==> config.mk <==
export PLATFORM = sky130hd
export DESIGN_NAME = backdoor_arbiter
export DESIGN_NICKNAME = d
export VERILOG_FILES = /design/src/rtl/backdoor_arbiter.sv
export SDC_FILE = /design/constraint.sdc
export NUM_CORES = 1
export LEC_CHECK = 0
export ABC_AREA = 1
export BUFFER_PORTS_ARGS = -buffer_cell sky130_fd_sc_hd__buf_2
export CAP_MARGIN = 10
export CORE_AREA = 5 5 157 159
export CTS_BUF_LIST = sky130_fd_sc_hd__clkbuf_2
export DETAILED_ROUTE_END_ITERATION = 8
export DIE_AREA = 0 0 162 164
export PLACE_DENSITY = 0.55
export SETUP_SLACK_MARGIN = 0.1
export SYNTH_ARGS = -nofsm -noshare
export SYNTH_HDL_FRONTEND = slang
export SYNTH_SLANG_ARGS = --single-unit
export TNS_END_PERCENT = 10
==> constraint.sdc <==
create_clock -name clock -period 2.1 [get_ports clock]
set_clock_uncertainty 0.15 [all_clocks]
set_input_delay 0 -clock clock [delete_from_list [all_inputs] [get_ports clock]]
set_output_delay 0 -clock clock [all_outputs]
set_load 0.01 [all_outputs]
==> src/rtl/backdoor_arbiter.sv <==
// Host-to-backdoor Wishbone arbiter: freezes the CPU system via halt on a sync boundary, then runs one beat to a ROM/RAM model.
// Optional ack timeout and error responses are enabled by defining BACKDOOR_TIMEOUT_EN.
module backdoor_arbiter #(
  parameter int NUM_ROMS       = 5,
  parameter int NUM_RAMS       = 2,
  parameter int SETTLE_CYCLES  = 2,
  parameter int HOLD_CYCLES    = 8,
  parameter int TIMEOUT_CYCLES = 64,
  localparam int NT            = NUM_ROMS + NUM_RAMS
) (
  input  logic             clock,
  input  logic             reset,
  input  logic             sync,
  output logic             halt,
  input  logic             wb_cyc_i,
  input  logic             wb_strobe_i,
  input  logic             wb_we_i,
  input  logic [31:0]      wb_addr_i,
  input  logic [31:0]      wb_data_i,
  output logic [31:0]      wb_data_o,
  output logic             wb_ack_o,
  output logic             wb_err_o,
  output logic [NT-1:0]    tgt_cyc_o,
  output logic [NT-1:0]    tgt_strobe_o,
  output logic             tgt_we_o,
  output logic [31:0]      tgt_addr_o,
  output logic [31:0]      tgt_data_o,
  input  logic [32*NT-1:0] tgt_data_i,
  input  logic [NT-1:0]    tgt_ack_i
);

`ifdef BACKDOOR_TIMEOUT_EN
  localparam bit TIMEOUT_EN = 1'b1;
`else
  localparam bit TIMEOUT_EN = 1'b0;
`endif

  typedef enum logic [2:0] {
    IDLE,
    SYNC_WAIT,
    SETTLE,
    ACCESS,
    RESP,
    HOLD
  } state_t;

  state_t         state_reg, state_next;
  logic [15:0]    cnt_reg, cnt_next;
  logic [NT-1:0]  sel_reg, sel_next;
  logic [NT-1:0]  strobe_reg, strobe_next;
  logic           halt_reg, halt_next;
  logic           ack_reg, ack_next;
  logic           err_reg, err_next;
  logic [31:0]    rdata_reg, rdata_next;
  logic           we_reg, we_next;
  logic [23:0]    addr_reg, addr_next;
  logic [31:0]    wdata_reg, wdata_next;

  logic [3:0]     sel;
  logic [NT-1:0]  hit;
  logic [31:0]    slice [NT];
  logic           valid;
  logic           req;
  logic           ack_sel;
  logic [31:0]    rd_data;
  logic           addr_unused;

  assign sel         = wb_addr_i[27:24];
  assign req         = wb_cyc_i & wb_strobe_i;
  assign valid       = |hit;
  assign addr_unused = &{1'b0, wb_addr_i[31:28]};

  // ROMs decode from sel 0 upward, RAMs from sel 8 upward.
  genvar gi;
  generate
    for (gi = 0; gi < NT; gi++) begin : g_target
      if (gi < NUM_ROMS) begin : g_rom
        assign hit[gi] = (sel == 4'(gi));
      end else begin : g_ram
        assign hit[gi] = (sel == 4'(8 + gi - NUM_ROMS));
      end
      assign slice[gi] = tgt_data_i[32*gi +: 32];
    end
  endgenerate

  always_comb begin
    rd_data = '0;
    for (int k = 0; k < NT; k++) begin
      if (sel_reg[k]) rd_data = rd_data | slice[k];
    end
  end

  assign ack_sel = |(tgt_ack_i & sel_reg);

  always_ff @(posedge clock) begin
    if (!reset) begin
      state_reg  <= IDLE;
      cnt_reg    <= '0;
      sel_reg    <= '0;
      strobe_reg <= '0;
      halt_reg   <= 1'b0;
      ack_reg    <= 1'b0;
      err_reg    <= 1'b0;
      rdata_reg  <= '0;
      we_reg     <= 1'b0;
      addr_reg   <= '0;
      wdata_reg  <= '0;
    end else begin
      state_reg  <= state_next;
      cnt_reg    <= cnt_next;
      sel_reg    <= sel_next;
      strobe_reg <= strobe_next;
      halt_reg   <= halt_next;
      ack_reg    <= ack_next;
      err_reg    <= err_next;
      rdata_reg  <= rdata_next;
      we_reg     <= we_next;
      addr_reg   <= addr_next;
      wdata_reg  <= wdata_next;
    end
  end

  always_comb begin
    state_next  = state_reg;
    cnt_next    = cnt_reg;
    sel_next    = sel_reg;
    strobe_next = '0;
    halt_next   = halt_reg;
    ack_next    = 1'b0;
    err_next    = 1'b0;
    rdata_next  = rdata_reg;
    we_next     = we_reg;
    addr_next   = addr_reg;
    wdata_next  = wdata_reg;

    case (state_reg)
      IDLE, HOLD: begin
        if (req) begin
          if (valid) begin
            sel_next   = hit;
            we_next    = wb_we_i;
            addr_next  = wb_addr_i[23:0];
            wdata_next = wb_data_i;
            // Already frozen in HOLD, so go straight to the target.
            if (state_reg == HOLD) begin
              state_next  = ACCESS;
              strobe_next = hit;
              cnt_next    = '0;
            end else begin
              state_next = SYNC_WAIT;
            end
          end else begin
            state_next = RESP;
            ack_next   = !TIMEOUT_EN;
            err_next   = TIMEOUT_EN;
            rdata_next = '0;
          end
        end else if (state_reg == HOLD) begin
          if (cnt_reg <= 16'd1) begin
            state_next = IDLE;
            halt_next  = 1'b0;
          end else begin
            cnt_next = cnt_reg - 16'd1;
          end
        end
      end

      SYNC_WAIT: begin
        if (!wb_cyc_i) begin
          state_next = IDLE;
        end else if (sync) begin
          state_next = SETTLE;
          halt_next  = 1'b1;
          cnt_next   = 16'(SETTLE_CYCLES);
        end
      end

      SETTLE: begin
        if (!wb_cyc_i) begin
          state_next = halt_reg ? HOLD : IDLE;
          cnt_next   = 16'(HOLD_CYCLES);
        end else if (cnt_reg <= 16'd1) begin
          state_next  = ACCESS;
          strobe_next = sel_reg;
          cnt_next    = '0;
        end else begin
          cnt_next = cnt_reg - 16'd1;
        end
      end

      ACCESS: begin
        if (!wb_cyc_i) begin
          state_next = halt_reg ? HOLD : IDLE;
          cnt_next   = 16'(HOLD_CYCLES);
        end else if (ack_sel) begin
          state_next = RESP;
          ack_next   = 1'b1;
          rdata_next = rd_data;
        end else if (TIMEOUT_EN && (cnt_reg >= 16'(TIMEOUT_CYCLES - 1))) begin
          state_next = RESP;
          err_next   = 1'b1;
          rdata_next = 32'hDEAD_BEEF;
        end else begin
          strobe_next = sel_reg;
          if (TIMEOUT_EN) cnt_next = cnt_reg + 16'd1;
        end
      end

      RESP: begin
        state_next = halt_reg ? HOLD : IDLE;
        cnt_next   = 16'(HOLD_CYCLES);
      end

      default: begin
        state_next = IDLE;
      end
    endcase
  end

  assign halt         = halt_reg;
  assign wb_ack_o     = ack_reg;
  assign wb_err_o     = err_reg;
  assign wb_data_o    = rdata_reg;
  assign tgt_cyc_o    = strobe_reg;
  assign tgt_strobe_o = strobe_reg;
  assign tgt_we_o     = we_reg;
  assign tgt_addr_o   = {8'h00, addr_reg};
  assign tgt_data_o   = wdata_reg;

endmodule

==> qor.yml, run 1 <==
outcome:
  status: "did not finish"
  stop_stage: "clock tree synthesis"
  stop_error: "[ERROR RSZ-0060] Max buffer count reached."
clock_tree:
  cts_buffer_depth: 2
  holdBufCountCts: 343
  cts-root-buf: "clkbuf_2"
  clkSinkCount: 124
  cts_resized: 0
  post_cts_buffers: 0
  htreeDepth: 4
  cts_buffers: 17
floorplanning:
  start_util_pct: 29.2
  rows: 56
  die_h_um: 164
  fp.dieW_um: 162
  io_pins: 415
synth:
  ys_seq_area_share_pct: 36.8
  avgSynthCellArea_um2: 6.53
  netlist_instances: 1034
  ys_seq_elements: 124
  synth.distinct_cells: 34
  synth_area_um2: 6750
  yosys_warnings: 0
place:
  io_buffers: 401
  gp_congestion: 0.854
  dp_hpwl_um: 23200
[metrics by stage]
step	cell area, um2	hold WS [ns]	cells	setup WS (ns)
2_1_floorplan	6780	-0.0151	1042	0.297
3_3_place_gp	8970	0.0709	1677	0.102
3_5_place_dp	8970	0.0779	1677	0.0569
[cells by family after synthesis]
| logic type | count (synthesis) | synth area share (%) |
|---|---|---|
| and+or+nand+nor | 568 | 35.0 |
| AOI/OAI and AO/OA | 208 | 18.6 |
| other | 1 | 0.0555 |
| xor gates and xnor gates | 1 | 0.130 |
| adders and majority gates | 2 | 0.371 |
| buffers and inverters | 130 | 9.15 |
| DFF | 124 | 36.8 |
[Yosys cell counts, drive strengths merged]
cell	n	area, um2
nand2	277	1070
nor2	200	786
dfxtp	124	2480
o21ai	77	393
a21oi	75	379
nand3	56	298
a22o	49	429
inv	48	180
buf	45	299
clkbuf	37	139
nand4	23	144
nor3	7	35.0
o31ai	4	30.0
ha	2	25.0
nor4	2	12.5
or2	2	12.5
a211oi	1	7.51
a21boi	1	7.51
and2	1	6.26
conb	1	3.75
o211ai	1	7.51
xor2	1	8.76
==> inputs of run 2 (changes only) <==
--- a/config.mk
+++ b/config.mk
@@ -8,12 +8,10 @@
 export ABC_AREA = 1
 export BUFFER_PORTS_ARGS = -buffer_cell sky130_fd_sc_hd__buf_2
 export CAP_MARGIN = 10
-export CORE_AREA = 5 5 157 159
-export CTS_BUF_LIST = sky130_fd_sc_hd__clkbuf_2
+export CORE_AREA = 5 5 158 160
 export DETAILED_ROUTE_END_ITERATION = 8
-export DIE_AREA = 0 0 162 164
-export PLACE_DENSITY = 0.55
-export SETUP_SLACK_MARGIN = 0.1
+export DIE_AREA = 0 0 163 165
+export PLACE_DENSITY_LB_ADDON = 0.15
 export SYNTH_ARGS = -nofsm -noshare
 export SYNTH_HDL_FRONTEND = slang
 export SYNTH_SLANG_ARGS = --single-unit
==> qor.yml, run 2 <==
outcome:
  status: "complete, no violations"
synth:
  ys_seq_area_share_pct: 36.8
  synth_most_common_cell: "nand2_1"
  synth.distinct_cells: 34
  yosys_warnings: 0
  synth_area_um2: 6750
  netlist_top_cells_area: "dfxtp_1, nand2_1, nor2_1"
  synthArstFlopShare_pct: 0
  synth_edf_count: 0
  netlist_instances: 1034
  yosys.area.top_type: "dfxtp_1"
  synth_common_cells: "nand2_1, nor2_1, dfxtp_1"
  synth_top_area_share_pct: 36.8
  synth_ff_type: "dfxtp_1"
  ys_seq_elements: 124
  avgSynthCellArea_um2: 6.53
setup_path:
  slowest_delay_ns: 0.56
  reg2regPathDepth: 6
  cp_top_family: "buffers and inverters"
  cp.depth: 6
  cp_max_fo: 5
  cp.arrival_ns: 2.17
  crit_path_top_delay_cell: "dlygate4sd3_1"
  path_class: "flop to flop"
  crit_chain: "buf_4, nand3_1, nor2_1, nand2_1, dlygate4sd3_1, a21oi_1"
  end_kind: "flop"
  critPathLaunchType: "flop"
  cp_num_buf_inv: 2
  required_ns: 2.29
floorplanning:
  die_h_um: 165
  io_pins: 415
  core-area_um2: 23300
  rows: 56
  start_util_pct: 29.0
  fp.dieW_um: 163
  dieArea_um2: 26900
pwr:
  power_density_nw_per_um2: 808
  p_clk_share_pct: 30.1
  p_sw_mw: 3.64
  p_int_mw: 6.12
  swShare_pct: 37.3
  power_frac_seq_pct: 28.7
  peakVddDrop_mv: 0.615
  p_leak_nw: 6.16
  pwr-share-comb_pct: 41.2
run:
  maxCapViolCount: 0
timing:
  worst_pin_slew_ns: 0.566
  fin_tns_setup_ns: 0
  hold_viol_final: 0
  maxSlewHeadroom_pct: 62.3
  drv_slew: 0
  fmax_mhz: 505
  finalCriticalPeriod_ns: 1.98
  period_share_pct: 94.3
  setup_viol: 0
  rsz0062_at_grt: "no"
  worst_slack_ns: 0.120
final_layout:
  layout.nets: 1952
  mostFrequentLayoutCell: "buf_2"
  nFillCells: 2294
  multi_input_area_um2: 3710
  syn_to_final_growth_pct: 78.8
  regArea_um2: 2480
  stdcell_area_um2: 12100
  drive_above_1_share_pct: 29.6
  layout_common_cells: "buf_2, nand2_1, dlygate4sd3_1"
drt:
  antenna_left: 0
  drt_first_pass_iters: 5
  drt-total-wl_um: 32700
  vias: 9333
  vias_per_cell: 4.69
  avgRoutedWirePerCell_um: 16.4
  drt_iter0_drc: 691
  drcViolationCount: 0
clock_tree:
  cts_buffers: 17
  clock_latency_ns: 0.41
  clkTransAtPathRegs_ns: 0.07
  cts_tree: "yes"
  clkSinkCount: 124
  cts-root-buf: "clkbuf_16"
  cts_buffer_depth: 2
  htreeDepth: 4
min_path:
  min_path_type: "primary input to flop"
  hold-path-cell-count: 5
place:
  dp_hpwl_um: 22500
  io_buffers: 401
  pre_cts_ws_ns: 0.0530
  placed_area_um2: 9080
  gp_congestion: 0.901
grt:
  grt_start_max_net_pins: 66
  grt_pass1_vias: 9264
  antenna_found_initial: 12
  grt_pass1_wl_um: 48900
  grt_usage_pct: 22.9
  overflow: 0
==> run 2: cell counts after synthesis <==
No cell type changed its count.
==> run 2: layer usage <==
| layer | up-vias | wire length (um) | global-route usage (%) |
|---|---|---|---|
| li1 | 4617 | - | - |
| met1 | 4262 | 13100 | 26.4 |
| met2 | 373 | 16200 | 39.8 |
| met3 | 73 | 2320 | 6.04 |
| met4 | 8 | 1080 | 10.8 |
| met5 | - | 53 | 0 |
==> run 2: tightest hold or removal path: cells and delay by family <==
kind                   cells  cell delay (ns)
AOI/OAI and AO/OA          2             0.22
and+or+nand+nor            2             0.19
buffers and inverters      1             0.12
==> run 2: layout make-up <==
cell class | count | area share [%]
Multi-Input combinational cell | 789 | 30.7
Sequential cell | 124 | 20.6
Clock inverter | 15 | 1.35
Clock buffer | 17 | 3.52
Antenna cell | 8 | 0.166
Timing Repair Buffer | 669 | 38.9
Tap cell | 319 | 3.31
Inverter | 48 | 1.49
==> run 2: timing repair <==
action,CTS,global route
gates resized for setup,0,11
endpoints found under the setup margin,0,34
hold buffers,234,0
hold endpoints to repair,120,0
buffers inserted,0,0
==> run 2: final timing paths <==
check | startpoint | slack (ns) | to
worst max-delay path | state_reg[0] | 0.12 | halt
worst min-delay path | tgt_data_i[6] | 0.004 | wb_data_o[6]
worst max register to register | state_reg[0] | 0.12 | halt
worst min register to register | wb_data_o[27] | 0.31 | wb_data_o[27]
==> run 2: stage by stage <==
| step | cells | util [%] | hold WS (ns) | power (mW) |
|---|---|---|---|---|
| final | 1989 | 51.9 | 0.00399 | 9.75 |
| after floorplan | 1042 | - | -0.0151 | 5.09 |
| after global placement | 1714 | 39.0 | 0.0717 | 6.29 |
| after CTS | 1980 | 51.6 | 0.00355 | 9.79 |
| after global routing | 1988 | 51.9 | 0.0397 | 10.4 |
| after detailed placement | 1714 | 39.0 | 0.0768 | 6.32 |
==> run 2: cells by family (layout without fill, tap and decap cells) <==
kind of cell    count (synthesis)  count (layout)  synth area share (%)
flops                         124             124                  36.8
other cells                     1              17                0.0555
compound gates                208             208                  18.6
simple gates                  568             569                  35.0
fa+ha+maj                       2               2                 0.371
xor+xnor                        1               1                 0.130
buf+inv                       130             749                  9.15
==> run 2: power by group through the flow <==
stage / clock network, mW / logic, mW / registers [mW]
4_1_cts: 3.02 / 3.97 / 2.79
3_5_place_dp: 0 / 3.48 / 2.84
6_report: 2.94 / 4.02 / 2.80
2_1_floorplan: 0 / 2.24 / 2.86
5_1_grt: 3.13 / 4.49 / 2.83
3_3_place_gp: 0 / 3.46 / 2.84
Note: power is estimated with default switching activity, not from simulation.
==> inputs of run 3 (changes only) <==
--- a/config.mk
+++ b/config.mk
@@ -11,6 +11,7 @@
 export CORE_AREA = 5 5 158 160
 export DETAILED_ROUTE_END_ITERATION = 8
 export DIE_AREA = 0 0 163 165
+export GPL_TIMING_DRIVEN = 0
 export PLACE_DENSITY_LB_ADDON = 0.15
 export SYNTH_ARGS = -nofsm -noshare
 export SYNTH_HDL_FRONTEND = slang
==> qor.yml, run 3 (synthesis results as in run 2) <==
outcome:
  status: "finished, violations left"
  violations: "setup timing"
floorplanning:
  start_util_pct: 29.0
  rows: 56
  dieArea_um2: 26900
  die_h_um: 165
  io_pins: 415
  fp.dieW_um: 163
  core-area_um2: 23300
final_layout:
  syn_to_final_growth_pct: 89.0
  stdcell_area_um2: 12800
  mostFrequentLayoutCell: "buf_2"
  final_util_pct: 54.9
  fin_cells: 2092
  layout.nets: 2059
  layout_common_cells: "buf_2, dlygate4sd3_1, nand2_1"
  drive_above_1_share_pct: 29.4
setup_path:
  end_kind: "flop"
  path_common_cell: "a21oi_1"
  r2r_slack_ns: -0.04
  crit_path_top_delay_cell: "clkbuf_1"
  cp.arrival_ns: 2.33
  regToRegStartpoint: "sel_reg[5]"
  critPathLaunchType: "flop"
  slowest_delay_ns: 0.82
  cp_max_fo: 10
  path_class: "flop to flop"
  r2r_end: "wb_data_o[20]"
  reg2regPathDepth: 6
  crit_start: "sel_reg[5]"
  required_ns: 2.29
  crit_chain: "buf_2, clkbuf_1, a21oi_1, nand3_1, nand2_1, a21oi_1"
min_path:
  whs_endpoint: "wb_data_o[1]"
  hp-start: "tgt_data_i[33]"
  hold-path-cell-count: 6
  min_path_type: "primary input to flop"
clock_tree:
  cts_buffer_depth: 2
  clkSinkCount: 124
  cts_buffers: 17
  htreeDepth: 4
  clock_latency_ns: 0.42
  clkTransAtPathRegs_ns: 0.06
  cts-root-buf: "clkbuf_16"
  cts_tree: "yes"
grt:
  antenna_found_initial: 3
  grt_pass1_wl_um: 57400
  grt_pass1_vias: 10500
  overflow: 0
  met1_usage_pct: 30.0
  grt_start_max_net_pins: 17
  grt_use_met3_pct: 6.59
  grt_usage_pct: 27.4
  grt_busiest_layer: "met2"
  use_met2_pct: 48.4
timing:
  rsz0062_at_grt: "yes"
  hold_viol_final: 0
  setup_viol: 2
  whs_ns: 0.00890
  fin_tns_setup_ns: -0.0440
  fmax_mhz: 468
  maxSlewHeadroom_pct: 28.7
  period_share_pct: 102
  finalCriticalPeriod_ns: 2.14
  worst_slack_ns: -0.0379
  worst_pin_slew_ns: 1.07
  drv_slew: 0
pwr:
  power_frac_seq_pct: 28.5
  p_clk_share_pct: 28.7
  power_density_nw_per_um2: 766
  p_sw_mw: 3.86
  pwr-share-comb_pct: 42.8
  p_total_mw: 9.77
  p_int_mw: 5.91
  p_leak_nw: 6.41
  peakVddDrop_mv: 0.571
  swShare_pct: 39.5
place:
  gp_congestion: 0.912
  io_buffers: 401
  pre_cts_ws_ns: -0.0872
  dp_hpwl_um: 26200
  placed_area_um2: 9190
  place_inst: 1762
drt:
  drt-total-wl_um: 38200
  vias: 10200
  drcViolationCount: 0
  vias_per_cell: 4.87
  avgRoutedWirePerCell_um: 18.3
  drt_first_pass_iters: 5
  antenna_left: 0
  drt_iter0_drc: 825
run:
  maxCapViolCount: 0
==> run 3: changes by cell type in the layout (fill, tap and decap cells not counted), sizes merged, moves of 2 or more <==
cell         previous run  this run
clkbuf                 17        57
bufinv                  2         0
buf                   435       449
diode                   8         4
dlygate4sd3           234       290
==> run 3: repair_timing <==
action                                  CTS  global route
buffers inserted                          0             3
endpoints found under the setup margin   23            51
pin swaps                                 0             2
gates resized for setup                   3            25
endpoints found under the hold margin   106             0
hold buffers                            292             0
cloned                                    0             1
==> run 3: metal layers <==
layer	part of all wire, %	vias to the layer above
li1	-	4827
met1	38	4652
met4	5.3	2
met3	7.3	159
met2	49	547
met5	0.034	-
==> run 3: worst max-delay path by stage <==
stage | end | slack, ns
after floorplan | cnt_reg[12] | 0.30
after global placement | cnt_reg[12] | -0.07
after detailed placement | wb_data_o[30] | -0.09
after CTS | tgt_cyc_o[4] | -0.07
after global routing | wb_data_o[16] | -0.11
final | wb_data_o[20] | -0.04
==> run 3: critical path, delay by kind of cell (launching register included) <==
kind	cells	cell delay, ns
buf+inv	2	1.03
simple gates	2	0.21
flops	1	0.30
compound gates	2	0.38
==> run 3: final cells by class <==
| type | count | area, um2 |
|---|---|---|
| multi-input cells | 788 | 3740 |
| plain buffers | 82 | 455 |
| clock inverters | 13 | 108 |
| inverters | 48 | 180 |
| clock buffers | 19 | 453 |
| fillers | 2202 | 10500 |
| diodes | 4 | 10.0 |
| well taps | 319 | 399 |
| repair buffers | 695 | 4940 |
| flip-flops and latches | 124 | 2480 |
==> run 3: power by group through the flow <==
stage,combinational (mW),sequential [mW],clock (mW)
2_1_floorplan,2.24,2.86,0
3_3_place_gp,3.40,2.83,0
3_5_place_dp,3.41,2.83,0
4_1_cts,3.88,2.78,2.87
5_1_grt,4.64,2.82,2.97
6_report,4.18,2.79,2.80
==> inputs of run 4 (changes only) <==
--- a/config.mk
+++ b/config.mk
@@ -8,9 +8,11 @@
 export ABC_AREA = 1
 export BUFFER_PORTS_ARGS = -buffer_cell sky130_fd_sc_hd__buf_2
 export CAP_MARGIN = 10
-export CORE_AREA = 5 5 158 160
+export CELL_PAD_IN_SITES_DETAIL_PLACEMENT = 0
+export CELL_PAD_IN_SITES_GLOBAL_PLACEMENT = 1
+export CORE_MARGIN = 5
+export CORE_UTILIZATION = 28
 export DETAILED_ROUTE_END_ITERATION = 8
-export DIE_AREA = 0 0 163 165
 export GPL_TIMING_DRIVEN = 0
 export PLACE_DENSITY_LB_ADDON = 0.15
 export SYNTH_ARGS = -nofsm -noshare
==> qor.yml, run 4 (synthesis results as in run 2) <==
grt:
  grt_pass1_wl_um: 55600
  grt_usage_pct: 26.1
  antenna_found_initial: 4
  grt_pass1_vias: 10200
  grt_start_max_net_pins: 17
  overflow: 0
floorplanning:
  core-area_um2: 23600
  io_pins: 415
  rows: 56
  die_h_um: 165
  fp.dieW_um: 165
  start_util_pct: 28.6
  dieArea_um2: 27300
final_layout:
  fin_cells: 2093
  layout.nets: 2059
  mostFrequentLayoutCell: "buf_2"
  drive_above_1_share_pct: 29.2
  syn_to_final_growth_pct: 90.2
  layout_common_cells: "buf_2, dlygate4sd3_1, nand2_1"
drt:
  vias: 9940
  drt_iter0_drc: 652
  drt_first_pass_iters: 5
  drcViolationCount: 0
  highest_layer: "met5"
  vias_per_cell: 4.75
  wl_met1_um: 14500
  drt-total-wl_um: 37400
  antenna_left: 0
  met3_wirelength_um: 2910
  met2RoutedLength_um: 18300
  avgRoutedWirePerCell_um: 17.9
pwr:
  pwr-share-comb_pct: 40.7
  power_frac_seq_pct: 27.8
  p_leak_nw: 6.46
  peakVddDrop_mv: 0.630
  swShare_pct: 38.5
  power_density_nw_per_um2: 780
  p_sw_mw: 3.86
  p_total_mw: 10.0
  p_int_mw: 6.16
  p_clk_share_pct: 31.5
setup_path:
  crit_path_top_delay_cell: "dlygate4sd3_1"
  critPathLaunchType: "flop"
  cp_top_family: "buffers and inverters"
  cp.arrival_ns: 2.17
  cp_num_buf_inv: 3
  reg2regPathDepth: 9
  regToRegStartpoint: "sel_reg[6]"
  required_ns: 2.29
  cp_max_fo: 8
  end_kind: "flop"
  crit_chain: "buf_2, nand2_1, nand2_1, nor2_2, nand3_2, dlygate4sd3_1, nand2_1, inv_1, a21oi_1"
  r2r_slack_ns: 0.12
  path_class: "flop to flop"
  r2r_end: "state_reg[1]"
  path_common_cell: "nand2_1"
  slowest_delay_ns: 0.59
min_path:
  min_path_type: "primary input to flop"
  whs_endpoint: "wb_data_o[18]"
  hold-path-cell-count: 7
  hp-start: "tgt_data_i[210]"
timing:
  fmax_mhz: 504
  whs_ns: 0.000205
  maxSlewHeadroom_pct: 46.0
  setup_viol: 0
  drv_slew: 0
  hold_viol_final: 0
  finalCriticalPeriod_ns: 1.98
  rsz0062_at_grt: "no"
  period_share_pct: 94.4
  worst_pin_slew_ns: 0.810
clock_tree:
  htreeDepth: 4
  clkSinkCount: 124
  clkTransAtPathRegs_ns: 0.06
  cts-root-buf: "clkbuf_16"
  cts_buffer_depth: 2
  clock_latency_ns: 0.42
  cts_buffers: 17
  post_cts_buffers: 0
  cts_tree: "yes"
outcome:
  status: "complete, no violations"
place:
  place_inst: 1762
  dp_hpwl_um: 26600
  io_buffers: 401
  gp_congestion: 0.887
run:
  maxCapViolCount: 0
==> run 4: how the worst max path moves through the flow <==
stage,from,end,slack (ns),depth (start not counted)
3_3_place_gp,cnt_reg[0],cnt_reg[12],-0.06,11
5_1_grt,cnt_reg[0],cnt_reg[15],0.001,11
4_1_cts,sel_reg[3],wb_data_o[16],0.003,7
3_5_place_dp,cnt_reg[1],cnt_reg[15],-0.06,11
6_report,sel_reg[6],state_reg[1],0.12,9
2_1_floorplan,cnt_reg[0],cnt_reg[12],0.30,11
==> run 4: stage by stage <==
step	instance area (um2)	setup slack, ns	util [%]	TNS (ns)
after global placement	9190	-0.0577	38.9	-0.435
after global routing	12800	0.00125	54.4	0
after detailed placement	9190	-0.0630	38.9	-0.522
after floorplan	6780	0.297	-	0
final	12800	0.117	54.4	0
after CTS	12800	0.00276	54.0	0
==> run 4: routing by layer <==
metal | track usage, % | vias to the layer above
met5 | 0 | -
li1 | - | 4829
met3 | 6.16 | 112
met4 | 12.3 | 2
met1 | 29.2 | 4546
met2 | 46.5 | 451
==> run 4: worst min-delay path, stage by stage <==
cell and delay [ns]:
buf_2 0.08, nand2_1 0.04, nand2_1 0.06, a21oi_1 0.09, nand3_1 0.10, nand2_1 0.05, a21oi_1 0.11
==> run 4: cell type report <==
type                    count  area [um2]
inverters                  48         180
plain buffers              82         458
well taps                 319         399
flip-flops and latches    124        2480
clock buffers              17         425
repair buffers            694        4940
fillers                  2313       10800
diodes                      5        12.5
multi-input cells         789        3750
clock inverters            15         201
==> run 4: what timing repair did <==
action | CTS | global route
hold buffers | 293 | 0
pin swaps | 0 | 2
hold endpoints to repair | 108 | 0
gates cloned | 0 | 1
setup endpoints to repair | 19 | 43
gates resized for setup | 3 | 25
==> run 4: power by group through the flow <==
| stage | clock network [mW] | registers [mW] | logic, mW |
|---|---|---|---|
| 2_1_floorplan | 0 | 2.86 | 2.24 |
| 6_report | 3.16 | 2.79 | 4.07 |
| 3_3_place_gp | 0 | 2.83 | 3.42 |
| 5_1_grt | 3.35 | 2.82 | 4.55 |
| 3_5_place_dp | 0 | 2.83 | 3.42 |
| 4_1_cts | 3.22 | 2.78 | 3.90 |
